[src/rtl/axi_burst_master_if.sv]
// rtl/axi_burst_master_if.sv - AXI4 master/slave channel bundle for axi_burst_master
interface axi_burst_master_if #(
    parameter int DATA_WIDTH = 64,
    parameter int ADDR_WIDTH = 64,
    parameter int ID_WIDTH   = 4,
    parameter int USER_WIDTH = 1
);
    logic [ID_WIDTH-1:0]     aw_id;
    logic [ADDR_WIDTH-1:0]   aw_addr;
    logic [7:0]              aw_len;
    logic [2:0]              aw_size;
    logic [1:0]              aw_burst;
    logic                    aw_lock;
    logic [3:0]              aw_cache;
    logic [2:0]              aw_prot;
    logic [3:0]              aw_qos;
    logic [3:0]              aw_region;
    logic [USER_WIDTH-1:0]   aw_user;
    logic                    aw_valid;
    logic                    aw_ready;

    logic [DATA_WIDTH-1:0]   w_data;
    logic [DATA_WIDTH/8-1:0] w_strb;
    logic                    w_last;
    logic [USER_WIDTH-1:0]   w_user;
    logic                    w_valid;
    logic                    w_ready;

    logic [ID_WIDTH-1:0]     b_id;
    logic [1:0]              b_resp;
    logic [USER_WIDTH-1:0]   b_user;
    logic                    b_valid;
    logic                    b_ready;

    logic [ID_WIDTH-1:0]     ar_id;
    logic [ADDR_WIDTH-1:0]   ar_addr;
    logic [7:0]              ar_len;
    logic [2:0]              ar_size;
    logic [1:0]              ar_burst;
    logic                    ar_lock;
    logic [3:0]              ar_cache;
    logic [2:0]              ar_prot;
    logic [3:0]              ar_qos;
    logic [3:0]              ar_region;
    logic [USER_WIDTH-1:0]   ar_user;
    logic                    ar_valid;
    logic                    ar_ready;

    logic [ID_WIDTH-1:0]     r_id;
    logic [DATA_WIDTH-1:0]   r_data;
    logic [1:0]              r_resp;
    logic                    r_last;
    logic [USER_WIDTH-1:0]   r_user;
    logic                    r_valid;
    logic                    r_ready;

    modport master (
        output aw_id, aw_addr, aw_len, aw_size, aw_burst, aw_lock, aw_cache, aw_prot,
               aw_qos, aw_region, aw_user, aw_valid,
        input  aw_ready,
        output w_data, w_strb, w_last, w_user, w_valid,
        input  w_ready,
        input  b_id, b_resp, b_user, b_valid,
        output b_ready,
        output ar_id, ar_addr, ar_len, ar_size, ar_burst, ar_lock, ar_cache, ar_prot,
               ar_qos, ar_region, ar_user, ar_valid,
        input  ar_ready,
        input  r_id, r_data, r_resp, r_last, r_user, r_valid,
        output r_ready
    );

    modport slave (
        input  aw_id, aw_addr, aw_len, aw_size, aw_burst, aw_lock, aw_cache, aw_prot,
               aw_qos, aw_region, aw_user, aw_valid,
        output aw_ready,
        input  w_data, w_strb, w_last, w_user, w_valid,
        output w_ready,
        output b_id, b_resp, b_user, b_valid,
        input  b_ready,
        input  ar_id, ar_addr, ar_len, ar_size, ar_burst, ar_lock, ar_cache, ar_prot,
               ar_qos, ar_region, ar_user, ar_valid,
        output ar_ready,
        output r_id, r_data, r_resp, r_last, r_user, r_valid,
        input  r_ready
    );
endinterface

[src/rtl/axi_burst_master.sv]
// rtl/axi_burst_master.sv - single-outstanding AXI4 INCR burst master for cache line refill/writeback
module axi_burst_master #(
    parameter int DATA_WIDTH = 64,
    parameter int ADDR_WIDTH = 64,
    parameter int ID_WIDTH   = 4,
    parameter int USER_WIDTH = 1,
    parameter int MAX_BEATS  = 8
) (
    input  logic                    clk,
    input  logic                    rst_n,
    input  logic                    req_valid_i,
    output logic                    req_ready_o,
    input  logic                    req_write_i,
    input  logic [ADDR_WIDTH-1:0]   req_addr_i,
    input  logic [2:0]              req_size_i,
    input  logic [7:0]              req_len_i,
    input  logic                    wdata_valid_i,
    output logic                    wdata_ready_o,
    input  logic [DATA_WIDTH-1:0]   wdata_i,
    input  logic [DATA_WIDTH/8-1:0] wstrb_i,
    output logic                    rdata_valid_o,
    input  logic                    rdata_ready_i,
    output logic [DATA_WIDTH-1:0]   rdata_o,
    output logic                    rdata_last_o,
    output logic                    done_o,
    output logic [1:0]              done_resp_o,
    axi_burst_master_if.master      axi
);
    localparam int BW = (MAX_BEATS > 1) ? $clog2(MAX_BEATS) : 1;
    localparam logic [1:0] RESP_OKAY   = 2'b00;
    localparam logic [1:0] RESP_EXOKAY = 2'b01;
    localparam logic [1:0] RESP_SLVERR = 2'b10;

    typedef enum logic [2:0] {S_IDLE, S_WRITE, S_WRESP, S_RADDR, S_RDATA} state_t;

    state_t                  state_q;
    logic [ADDR_WIDTH-1:0]   addr_q;
    logic [2:0]              size_q;
    logic [7:0]              len_q;
    logic [BW-1:0]           beat_cnt_q;
    logic                    aw_done_q, w_done_q, overrun_q;
    logic [1:0]              resp_acc_q, done_resp_q;
    logic                    req_ready_q, aw_valid_q, ar_valid_q, b_ready_q, done_q;

    logic                    at_last, in_write, in_rdata;
    logic                    w_valid, w_hs, aw_hs, r_ready, r_hs;
    logic [1:0]              rresp_d;

    // Ordering DECERR > SLVERR > OKAY matches the numeric encoding once EXOKAY folds to OKAY.
    function automatic logic [1:0] merge_resp(input logic [1:0] acc, input logic [1:0] resp);
        logic [1:0] r;
        r = (resp == RESP_EXOKAY) ? RESP_OKAY : resp;
        return (r > acc) ? r : acc;
    endfunction

    assign at_last  = (beat_cnt_q == len_q[BW-1:0]);
    assign in_write = (state_q == S_WRITE);
    assign in_rdata = (state_q == S_RDATA);
    assign w_valid  = in_write & ~w_done_q & wdata_valid_i;
    assign w_hs     = w_valid & axi.w_ready;
    assign aw_hs    = aw_valid_q & axi.aw_ready;
    // Once the expected length is exceeded the slave's surplus beats are swallowed here.
    assign r_ready  = in_rdata & (overrun_q | rdata_ready_i);
    assign r_hs     = axi.r_valid & r_ready;
    assign rresp_d  = merge_resp(resp_acc_q, axi.r_resp);

    always_ff @(posedge clk or negedge rst_n) begin
        if (!rst_n) begin
            state_q     <= S_IDLE;
            addr_q      <= '0;
            size_q      <= '0;
            len_q       <= '0;
            beat_cnt_q  <= '0;
            aw_done_q   <= 1'b0;
            w_done_q    <= 1'b0;
            overrun_q   <= 1'b0;
            resp_acc_q  <= RESP_OKAY;
            done_resp_q <= RESP_OKAY;
            req_ready_q <= 1'b1;
            aw_valid_q  <= 1'b0;
            ar_valid_q  <= 1'b0;
            b_ready_q   <= 1'b0;
            done_q      <= 1'b0;
        end else begin
            done_q <= 1'b0;
            unique case (state_q)
                S_IDLE: if (req_valid_i) begin
                    addr_q      <= req_addr_i;
                    size_q      <= req_size_i;
                    len_q       <= req_len_i;
                    beat_cnt_q  <= '0;
                    aw_done_q   <= 1'b0;
                    w_done_q    <= 1'b0;
                    overrun_q   <= 1'b0;
                    resp_acc_q  <= RESP_OKAY;
                    req_ready_q <= 1'b0;
                    if (req_write_i) begin
                        state_q    <= S_WRITE;
                        aw_valid_q <= 1'b1;
                    end else begin
                        state_q    <= S_RADDR;
                        ar_valid_q <= 1'b1;
                    end
                end
                S_WRITE: begin
                    if (aw_hs) begin
                        aw_done_q  <= 1'b1;
                        aw_valid_q <= 1'b0;
                    end
                    if (w_hs) begin
                        beat_cnt_q <= beat_cnt_q + 1'b1;
                        if (at_last) w_done_q <= 1'b1;
                    end
                    if ((aw_done_q | aw_hs) & (w_done_q | (w_hs & at_last))) begin
                        state_q   <= S_WRESP;
                        b_ready_q <= 1'b1;
                    end
                end
                S_WRESP: if (axi.b_valid) begin
                    b_ready_q   <= 1'b0;
                    done_q      <= 1'b1;
                    done_resp_q <= merge_resp(RESP_OKAY, axi.b_resp);
                    req_ready_q <= 1'b1;
                    state_q     <= S_IDLE;
                end
                S_RADDR: if (axi.ar_ready) begin
                    ar_valid_q <= 1'b0;
                    state_q    <= S_RDATA;
                end
                S_RDATA: if (r_hs) begin
                    beat_cnt_q <= beat_cnt_q + 1'b1;
                    resp_acc_q <= rresp_d;
                    if (axi.r_last) begin
                        done_q      <= 1'b1;
                        done_resp_q <= (overrun_q | ~at_last) ? merge_resp(rresp_d, RESP_SLVERR)
                                                              : rresp_d;
                        req_ready_q <= 1'b1;
                        state_q     <= S_IDLE;
                    end else if (at_last) begin
                        overrun_q <= 1'b1;
                    end
                end
                default: state_q <= S_IDLE;
            endcase
        end
    end

    assign req_ready_o   = req_ready_q;
    assign wdata_ready_o = w_hs;
    assign rdata_valid_o = in_rdata & axi.r_valid & ~overrun_q;
    assign rdata_o       = axi.r_data;
    assign rdata_last_o  = in_rdata & axi.r_valid & ~overrun_q & at_last;
    assign done_o        = done_q;
    assign done_resp_o   = done_resp_q;

    assign axi.aw_id     = '0;
    assign axi.aw_addr   = addr_q;
    assign axi.aw_len    = len_q;
    assign axi.aw_size   = size_q;
    assign axi.aw_burst  = 2'b01;
    assign axi.aw_lock   = 1'b0;
    assign axi.aw_cache  = '0;
    assign axi.aw_prot   = '0;
    assign axi.aw_qos    = '0;
    assign axi.aw_region = '0;
    assign axi.aw_user   = '0;
    assign axi.aw_valid  = aw_valid_q;

    assign axi.w_data    = wdata_i;
    assign axi.w_strb    = wstrb_i;
    assign axi.w_last    = at_last;
    assign axi.w_user    = '0;
    assign axi.w_valid   = w_valid;
    assign axi.b_ready   = b_ready_q;

    assign axi.ar_id     = '0;
    assign axi.ar_addr   = addr_q;
    assign axi.ar_len    = len_q;
    assign axi.ar_size   = size_q;
    assign axi.ar_burst  = 2'b01;
    assign axi.ar_lock   = 1'b0;
    assign axi.ar_cache  = '0;
    assign axi.ar_prot   = '0;
    assign axi.ar_qos    = '0;
    assign axi.ar_region = '0;
    assign axi.ar_user   = '0;
    assign axi.ar_valid  = ar_valid_q;
    assign axi.r_ready   = r_ready;

    logic unused_ok;
    assign unused_ok = ^{axi.b_id, axi.b_user, axi.r_id, axi.r_user};
endmodule

[src/flat_wrapper.sv]
// flat-port wrapper written by rule: the top's interface ports become plain ports
module axi_burst_master_flat 
#(
    parameter int DATA_WIDTH = 64,
    parameter int ADDR_WIDTH = 64,
    parameter int ID_WIDTH   = 4,
    parameter int USER_WIDTH = 1,
    parameter int MAX_BEATS  = 8
)
  (clk, rst_n, req_valid_i, req_ready_o, req_write_i, req_addr_i, req_size_i, req_len_i, wdata_valid_i, wdata_ready_o, wdata_i, wstrb_i, rdata_valid_o, rdata_ready_i, rdata_o, rdata_last_o, done_o, done_resp_o, axi_aw_id, axi_aw_addr, axi_aw_len, axi_aw_size, axi_aw_burst, axi_aw_lock, axi_aw_cache, axi_aw_prot, axi_aw_qos, axi_aw_region, axi_aw_user, axi_aw_valid, axi_aw_ready, axi_w_data, axi_w_strb, axi_w_last, axi_w_user, axi_w_valid, axi_w_ready, axi_b_id, axi_b_resp, axi_b_user, axi_b_valid, axi_b_ready, axi_ar_id, axi_ar_addr, axi_ar_len, axi_ar_size, axi_ar_burst, axi_ar_lock, axi_ar_cache, axi_ar_prot, axi_ar_qos, axi_ar_region, axi_ar_user, axi_ar_valid, axi_ar_ready, axi_r_id, axi_r_data, axi_r_resp, axi_r_last, axi_r_user, axi_r_valid, axi_r_ready);
  axi_burst_master_if #(.DATA_WIDTH(DATA_WIDTH), .ADDR_WIDTH(ADDR_WIDTH), .ID_WIDTH(ID_WIDTH), .USER_WIDTH(USER_WIDTH)) axi_i ();
  input  logic clk;
  input  logic rst_n;
  input  logic req_valid_i;
  output logic req_ready_o;
  input  logic req_write_i;
  input  logic [ADDR_WIDTH-1:0] req_addr_i;
  input  logic [2:0] req_size_i;
  input  logic [7:0] req_len_i;
  input  logic wdata_valid_i;
  output logic wdata_ready_o;
  input  logic [DATA_WIDTH-1:0] wdata_i;
  input  logic [DATA_WIDTH/8-1:0] wstrb_i;
  output logic rdata_valid_o;
  input  logic rdata_ready_i;
  output logic [DATA_WIDTH-1:0] rdata_o;
  output logic rdata_last_o;
  output logic done_o;
  output logic [1:0] done_resp_o;
  output wire logic [$bits(axi_i.aw_id)-1:0] axi_aw_id;
  output wire logic [$bits(axi_i.aw_addr)-1:0] axi_aw_addr;
  output wire logic [$bits(axi_i.aw_len)-1:0] axi_aw_len;
  output wire logic [$bits(axi_i.aw_size)-1:0] axi_aw_size;
  output wire logic [$bits(axi_i.aw_burst)-1:0] axi_aw_burst;
  output wire logic [$bits(axi_i.aw_lock)-1:0] axi_aw_lock;
  output wire logic [$bits(axi_i.aw_cache)-1:0] axi_aw_cache;
  output wire logic [$bits(axi_i.aw_prot)-1:0] axi_aw_prot;
  output wire logic [$bits(axi_i.aw_qos)-1:0] axi_aw_qos;
  output wire logic [$bits(axi_i.aw_region)-1:0] axi_aw_region;
  output wire logic [$bits(axi_i.aw_user)-1:0] axi_aw_user;
  output wire logic [$bits(axi_i.aw_valid)-1:0] axi_aw_valid;
  input wire logic [$bits(axi_i.aw_ready)-1:0] axi_aw_ready;
  output wire logic [$bits(axi_i.w_data)-1:0] axi_w_data;
  output wire logic [$bits(axi_i.w_strb)-1:0] axi_w_strb;
  output wire logic [$bits(axi_i.w_last)-1:0] axi_w_last;
  output wire logic [$bits(axi_i.w_user)-1:0] axi_w_user;
  output wire logic [$bits(axi_i.w_valid)-1:0] axi_w_valid;
  input wire logic [$bits(axi_i.w_ready)-1:0] axi_w_ready;
  input wire logic [$bits(axi_i.b_id)-1:0] axi_b_id;
  input wire logic [$bits(axi_i.b_resp)-1:0] axi_b_resp;
  input wire logic [$bits(axi_i.b_user)-1:0] axi_b_user;
  input wire logic [$bits(axi_i.b_valid)-1:0] axi_b_valid;
  output wire logic [$bits(axi_i.b_ready)-1:0] axi_b_ready;
  output wire logic [$bits(axi_i.ar_id)-1:0] axi_ar_id;
  output wire logic [$bits(axi_i.ar_addr)-1:0] axi_ar_addr;
  output wire logic [$bits(axi_i.ar_len)-1:0] axi_ar_len;
  output wire logic [$bits(axi_i.ar_size)-1:0] axi_ar_size;
  output wire logic [$bits(axi_i.ar_burst)-1:0] axi_ar_burst;
  output wire logic [$bits(axi_i.ar_lock)-1:0] axi_ar_lock;
  output wire logic [$bits(axi_i.ar_cache)-1:0] axi_ar_cache;
  output wire logic [$bits(axi_i.ar_prot)-1:0] axi_ar_prot;
  output wire logic [$bits(axi_i.ar_qos)-1:0] axi_ar_qos;
  output wire logic [$bits(axi_i.ar_region)-1:0] axi_ar_region;
  output wire logic [$bits(axi_i.ar_user)-1:0] axi_ar_user;
  output wire logic [$bits(axi_i.ar_valid)-1:0] axi_ar_valid;
  input wire logic [$bits(axi_i.ar_ready)-1:0] axi_ar_ready;
  input wire logic [$bits(axi_i.r_id)-1:0] axi_r_id;
  input wire logic [$bits(axi_i.r_data)-1:0] axi_r_data;
  input wire logic [$bits(axi_i.r_resp)-1:0] axi_r_resp;
  input wire logic [$bits(axi_i.r_last)-1:0] axi_r_last;
  input wire logic [$bits(axi_i.r_user)-1:0] axi_r_user;
  input wire logic [$bits(axi_i.r_valid)-1:0] axi_r_valid;
  output wire logic [$bits(axi_i.r_ready)-1:0] axi_r_ready;
  assign axi_aw_id = axi_i.aw_id;
  assign axi_aw_addr = axi_i.aw_addr;
  assign axi_aw_len = axi_i.aw_len;
  assign axi_aw_size = axi_i.aw_size;
  assign axi_aw_burst = axi_i.aw_burst;
  assign axi_aw_lock = axi_i.aw_lock;
  assign axi_aw_cache = axi_i.aw_cache;
  assign axi_aw_prot = axi_i.aw_prot;
  assign axi_aw_qos = axi_i.aw_qos;
  assign axi_aw_region = axi_i.aw_region;
  assign axi_aw_user = axi_i.aw_user;
  assign axi_aw_valid = axi_i.aw_valid;
  assign axi_i.aw_ready = axi_aw_ready;
  assign axi_w_data = axi_i.w_data;
  assign axi_w_strb = axi_i.w_strb;
  assign axi_w_last = axi_i.w_last;
  assign axi_w_user = axi_i.w_user;
  assign axi_w_valid = axi_i.w_valid;
  assign axi_i.w_ready = axi_w_ready;
  assign axi_i.b_id = axi_b_id;
  assign axi_i.b_resp = axi_b_resp;
  assign axi_i.b_user = axi_b_user;
  assign axi_i.b_valid = axi_b_valid;
  assign axi_b_ready = axi_i.b_ready;
  assign axi_ar_id = axi_i.ar_id;
  assign axi_ar_addr = axi_i.ar_addr;
  assign axi_ar_len = axi_i.ar_len;
  assign axi_ar_size = axi_i.ar_size;
  assign axi_ar_burst = axi_i.ar_burst;
  assign axi_ar_lock = axi_i.ar_lock;
  assign axi_ar_cache = axi_i.ar_cache;
  assign axi_ar_prot = axi_i.ar_prot;
  assign axi_ar_qos = axi_i.ar_qos;
  assign axi_ar_region = axi_i.ar_region;
  assign axi_ar_user = axi_i.ar_user;
  assign axi_ar_valid = axi_i.ar_valid;
  assign axi_i.ar_ready = axi_ar_ready;
  assign axi_i.r_id = axi_r_id;
  assign axi_i.r_data = axi_r_data;
  assign axi_i.r_resp = axi_r_resp;
  assign axi_i.r_last = axi_r_last;
  assign axi_i.r_user = axi_r_user;
  assign axi_i.r_valid = axi_r_valid;
  assign axi_r_ready = axi_i.r_ready;
  axi_burst_master #(.DATA_WIDTH(DATA_WIDTH), .ADDR_WIDTH(ADDR_WIDTH), .ID_WIDTH(ID_WIDTH), .USER_WIDTH(USER_WIDTH), .MAX_BEATS(MAX_BEATS)) u_core (.clk(clk), .rst_n(rst_n), .req_valid_i(req_valid_i), .req_ready_o(req_ready_o), .req_write_i(req_write_i), .req_addr_i(req_addr_i), .req_size_i(req_size_i), .req_len_i(req_len_i), .wdata_valid_i(wdata_valid_i), .wdata_ready_o(wdata_ready_o), .wdata_i(wdata_i), .wstrb_i(wstrb_i), .rdata_valid_o(rdata_valid_o), .rdata_ready_i(rdata_ready_i), .rdata_o(rdata_o), .rdata_last_o(rdata_last_o), .done_o(done_o), .done_resp_o(done_resp_o), .axi(axi_i));
endmodule
[config.mk]
export PLATFORM = sky130hd
export DESIGN_NAME = axi_burst_master_flat
export DESIGN_NICKNAME = d
export VERILOG_FILES = /design/src/rtl/axi_burst_master_if.sv /design/src/rtl/axi_burst_master.sv /design/src/flat_wrapper.sv
export SDC_FILE = /design/constraint.sdc
export NUM_CORES = 1
export LEC_CHECK = 0
export CORE_AREA = 4 4 224 226
export DETAILED_ROUTE_END_ITERATION = 8
export DIE_AREA = 0 0 228 230
export PLACE_DENSITY = 0.38
export SYNTH_ARGS = -nofsm -noshare
export SYNTH_HDL_FRONTEND = slang
export SYNTH_SLANG_ARGS = --single-unit
[constraint.sdc]
create_clock -name clk -period 2.3 [get_ports clk]
set_input_delay 0.575 -clock clk [delete_from_list [all_inputs] [get_ports clk]]
set_output_delay 0.575 -clock clk [all_outputs]
set_load 0.02 [all_outputs]
* Yosys cells after proc, flatten, opt, wreduce, memory -nomap -nowiden
Index checks and enable logic that the tools add are counted.
** Storage, ports and cells
- Register bits after elaboration :: 93
- Latch bits :: 0
- Memory bits (writable) :: 0
- Bits in read-only memories :: 0
- Input bits :: 237
- Output and inout port bits :: 346
- Logic and storage cells :: 130
- Memories kept :: 0
** Cells by class
- $add $sub $neg :: 1
- $mul :: 0
- Div/mod/pow operators :: 0
- Magnitude comparators :: 3
- Equality and inequality tests :: 20
- Shift operators :: 0
- Muxes and demuxes :: 53
- Bitwise gates (word level) :: 18
- Reduce and logical (&&, ||, !) cells :: 20
** Operators with widths (count)
- 3-bit 2-to-1 mux :: 9
- 2-bit 2-to-1 mux :: 12
- 2-bit inequality test, second input constant :: 11
- 1-bit 2-to-1 mux :: 20
- 4-bit AND reduction :: 5
- 3-bit one-hot mux with 5 select lines :: 1
- 1-bit one-hot mux with 2 select lines :: 7
- 1-bit AND :: 11
- 5-bit AND reduction :: 2
- 2-bit nonzero test :: 5
- 3-bit one-hot mux with 3 select lines :: 1
- 3-bit AND reduction :: 3
- 2-bit one-hot mux with 2 select lines :: 2
- 3-bit by 2-bit == test with 1-bit output, second input constant :: 2
- 6-bit AND reduction :: 1
- 3-bit nonzero test :: 2
- 2-bit by 1-bit == test with 1-bit output, second input constant :: 2
- 2-bit by 1-bit inequality test with 1-bit output, second input constant :: 2
- 1-bit OR :: 4
- 3-bit by 1-bit adder with 3-bit output, second input constant :: 1
- 3-bit by 1-bit == test with 1-bit output, second input constant :: 1
- 3-bit == test :: 1
- 3-bit == test, second input constant :: 1
- 3-bit zero test :: 1
- 6 further kinds :: 8

* Depth between registers and ports, before layout
- Depth after elaboration :: 10
- Mapped depth :: 7
- Gate-level depth less buffers :: 6

* Worst setup path after synthesis
No wires, ideal clock.
- Kind :: reg2out
- Start point :: register u_core.len_q[0] (netlist: u_core.axi.ar_len[0])
- End point :: output port rdata_last_o
- Arrival :: 1672 ps
- Required time :: 1725 ps
- Path slack :: 53 ps
- Stages on the path, launching flop included :: 4
- Path buffers :: 0
- Cell sequence :: dfrtp_1 -> xor2_1 -> nor3_1 -> and2_1
** On the way
- Longest elaborated chain between the ends :: 2
** RTL lines
- start, declared :: line axi_burst_master.sv:39 : logic [7:0] len_q;
- start signal, assigned :: line axi_burst_master.sv:90 : len_q <= req_len_i;
- 3-bit == test :: line axi_burst_master.sv:56 : assign at_last = (beat_cnt_q == len_q[BW-1:0]);
- via axi_w_last :: line flat_wrapper.sv:45 : output wire logic [$bits(axi_i.w_last)-1:0] axi_w_last;
- 1-bit AND :: line axi_burst_master.sv:152 : assign rdata_last_o = in_rdata & axi.r_valid & ~overrun_q & at_last;
- end, declared :: line flat_wrapper.sv:27 : output logic rdata_last_o;
The timed path passes the listed nets, and every way through them passes these cells.

* Worst setup path after layout
- Start point :: input port axi_w_ready
- End point :: output port wdata_ready_o
** On the way
- Longest elaborated chain between the ends :: 1
** RTL lines
- start, declared :: line flat_wrapper.sv:48 : input wire logic [$bits(axi_i.w_ready)-1:0] axi_w_ready;
- 1-bit AND :: line axi_burst_master.sv:60 : assign w_hs = w_valid & axi.w_ready;
- end, declared :: line flat_wrapper.sv:21 : output logic wdata_ready_o;
No other way between the ends.

==> results <==
state kept, by name (all words and copies together) (netlist names):
register             count
u_core.aw_done_q         1
u_core.axi.ar_addr      64
u_core.axi.ar_len        8
u_core.axi.ar_size       3
u_core.axi.ar_valid      1
u_core.axi.aw_valid      1
u_core.axi.b_ready       1
u_core.beat_cnt_q        3
u_core.done_o            1
u_core.done_resp_o       2
u_core.overrun_q         1
u_core.req_ready_o       1
u_core.resp_acc_q        2
u_core.state_q           3
u_core.w_done_q          1
synth_stat cells (all sizes together), types with 2 or more instances:
cell type,n
nor3,4
nor2,14
nand2,9
buf,270
a21oi,5
o211ai,2
o21ai,5
mux2,79
conb,2
xnor2,3
and3,2
nand2b,5
ha,4
a31oi,3
o22ai,2
dfrtp,92
o32ai,2
xor2,4
and2,2
nor2b,4
inv,7
power by group:
group          switching [W]  leakage, nW  total (W)  internal, W
Clock               0.000741        0.142    0.00162     0.000876
Sequential          0.000720         1.11    0.00317      0.00245
Combinational        0.00348         1.90    0.00720      0.00372
Total                0.00494         3.15     0.0120      0.00705
routing by layer:
metal	part of all wire, %	wire length [um]
met3	13	2617
met2	53	10950
met4	3.5	733
met1	31	6554
met5	0	0
logic make-up after synthesis:
family                     Yosys count  share of synthesized area, %
adders and majority gates            4                        0.8446
DFF                                 93                         39.29
xor gates and xnor gates             7                         1.035
buffers and inverters              278                         34.88
muxes                               79                         15.14
other                                2                        0.1267
AOI/OAI and AO/OA                   32                         4.244
and+or+nand+nor                     45                         4.434
critical path: cells and delay by family:
| family | cells | cell delay, ns |
|---|---|---|
| buffers and inverters | 2 | 0.57 |
| AND/OR/NAND/NOR | 2 | 0.50 |
area by class of cell:
type,instances,share of cell area [%]
Clock buffer,11,3.036
Clock inverter,5,0.7354
Inverter,7,0.3286
Multi-Input combinational cell,214,21.36
Sequential cell,93,29.17
Tap cell,622,9.732
Timing Repair Buffer,287,35.64
final timing paths:
| kind | endpoint | slack (ns) | cells past startpoint |
|---|---|---|---|
| setup / recovery | wdata_ready_o | 0.08 | 4 |
| hold / removal | u_core.axi.ar_addr[45] | 0.08 | 1 |
| setup reg to reg | u_core.axi.ar_addr[51] | 0.39 | 8 |
| hold reg to reg | u_core.req_ready_o | 0.47 | 2 |
| max in group asynchronous | u_core.req_ready_o | 1.65 | 2 |
| min in group clk | u_core.req_ready_o | 0.47 | 2 |
through the flow:
stage	hold slack [ns]	area, um^2	TNS (ns)	instances	total power, W
after detailed placement	0.4706	7685	-1.219	1222	0.01053
after floorplan	0.2794	6095	0	585	0.007878
after CTS	0.05151	7983	-0.006905	1238	0.01228
after global placement	0.4640	7685	-1.085	1222	0.01054
after global routing	0.06658	7996	0	1239	0.01270
final	0.08203	7996	0	1239	0.01199
what timing repair did:
action	CTS	global route
setup buffers	0	1
cloned	0	0
setup endpoints to repair	6	5
pin swaps	1	2
resized for setup	15	7
==> impl_metrics.py <==
metrics = {
    "status": {
        "status": "finished clean",
    },
    "setup_path": {
        "slowest_stage": "clkdlybuf4s50_1",
        "crit_arrival_ns": 1.64,
        "cp-startpoint": "axi_w_ready",
        "cp-start-kind": "input pin",
        "critPathRequiredTime_ns": 1.73,
        "crit_type": "input pin to output port",
        "critPathMaxStageDelay_ns": 0.46,
        "crit_fanout": 2,
        "crit_chain": "clkdlybuf4s50_1 -> nor4bb_4 -> and2_4 -> buf_6",
        "r2r-start": "u_core.state_q[1]",
        "end_kind": "output port",
    },
    "global_route": {
        "grt_usage_pct": 7.712,
        "gr-total-overflow": 0,
        "met3_usage_pct": 5.364,
        "gr-max-usage-layer": "met2",
        "grt_use_met2_pct": 13.50,
        "grt_max_degree": 42,
        "grt_use_met1_pct": 6.813,
        "antenna_found_initial": 0,
        "grt_pass1_vias": 3977,
        "grt_pass1_wl_um": 28860,
    },
    "cts": {
        "clk_latency_ns": 0.38,
        "cts_made_buffers": 9,
        "cts_tree": "yes",
        "clock_path_buffers": 2,
        "htreeDepth": 3,
        "hold_buffers": 0,
        "clk_pin_slew_ns": 0.07,
        "cts_sinks": 93,
        "cts-root-buf": "clkbuf_16",
    },
    "finish": {
        "final_nets": 853,
        "fin_util_pct": 16.54,
        "multi_input_area_um2": 1708,
        "nFillCells": 5374,
        "mostFrequentLayoutCells": "clkdlybuf4s50_1, dfrtp_1, mux2_2",
        "drive_gt1_share_pct": 23.34,
        "final_common_cell": "clkdlybuf4s50_1",
        "area_growth_pct": 34.95,
        "diodes": 0,
        "ff_latch_area_um2": 2332,
    },
    "detailed_routing": {
        "via_count": 3695,
        "drtAntennaViolNets": 0,
        "viasPerCell": 2.982,
        "wirelength_um": 20860,
        "drt_iter0_drc": 93,
        "drc_errors": 0,
        "wl_per_cell_um": 16.84,
        "dr.pass1.iters": 4,
    },
    "synthesis": {
        "netlist_area_um2": 5926,
        "avgSynthCellArea_um2": 10.97,
        "synth_area_leaders": "dfrtp_1, buf_4, mux2_2",
        "netlist_instances": 540,
        "ys_types": 50,
        "yosys.area.top_type": "dfrtp_1",
        "yosysSeqAreaShare_pct": 39.29,
        "ys_warn_count": 0,
        "async_reset_ff_share_pct": 100.0,
        "synth-edff-count": 0,
        "synth_top_area_share_pct": 38.85,
        "synth_seq_cells": 93,
        "synthFlopType": "dfrtp_1",
    },
    "place": {
        "place_ws_ns": -0.4541,
        "dp_hpwl_um": 17170,
        "portBuffers": 253,
        "gp_congestion": 0.7184,
    },
    "timing": {
        "slew_viol_final": 0,
        "worst_slack_ns": 0.08062,
        "fin_crit_ns": 2.219,
        "finClkSkew_ns": 0.008005,
        "fmax_ghz": 0.4506,
        "setup_violations": 0,
        "fin_crit_sh_pct": 96.49,
        "rsz0062_at_grt": "false",
        "hold_viol": 0,
    },
    "floorplanning": {
        "start_util_pct": 12.26,
        "rows": 81,
        "io_pins": 583,
        "die_y_um": 230,
        "core_um2": 48340,
        "fp.dieW_um": 228,
        "dieArea_um2": 52440,
    },
    "pwr": {
        "ir_drop_mv": 0.5116,
        "p_leak_nw": 3.155,
        "powerDensity_nw_per_um2": 1500,
    },
    "worst_hold_path": {
        "hold_path.class": "input pin to asynchronous set/reset pin",
    },
    "flow_run": {
        "drv_cap": 0,
    },
}
No activity file was read; power rests on OpenSTA's default activity.
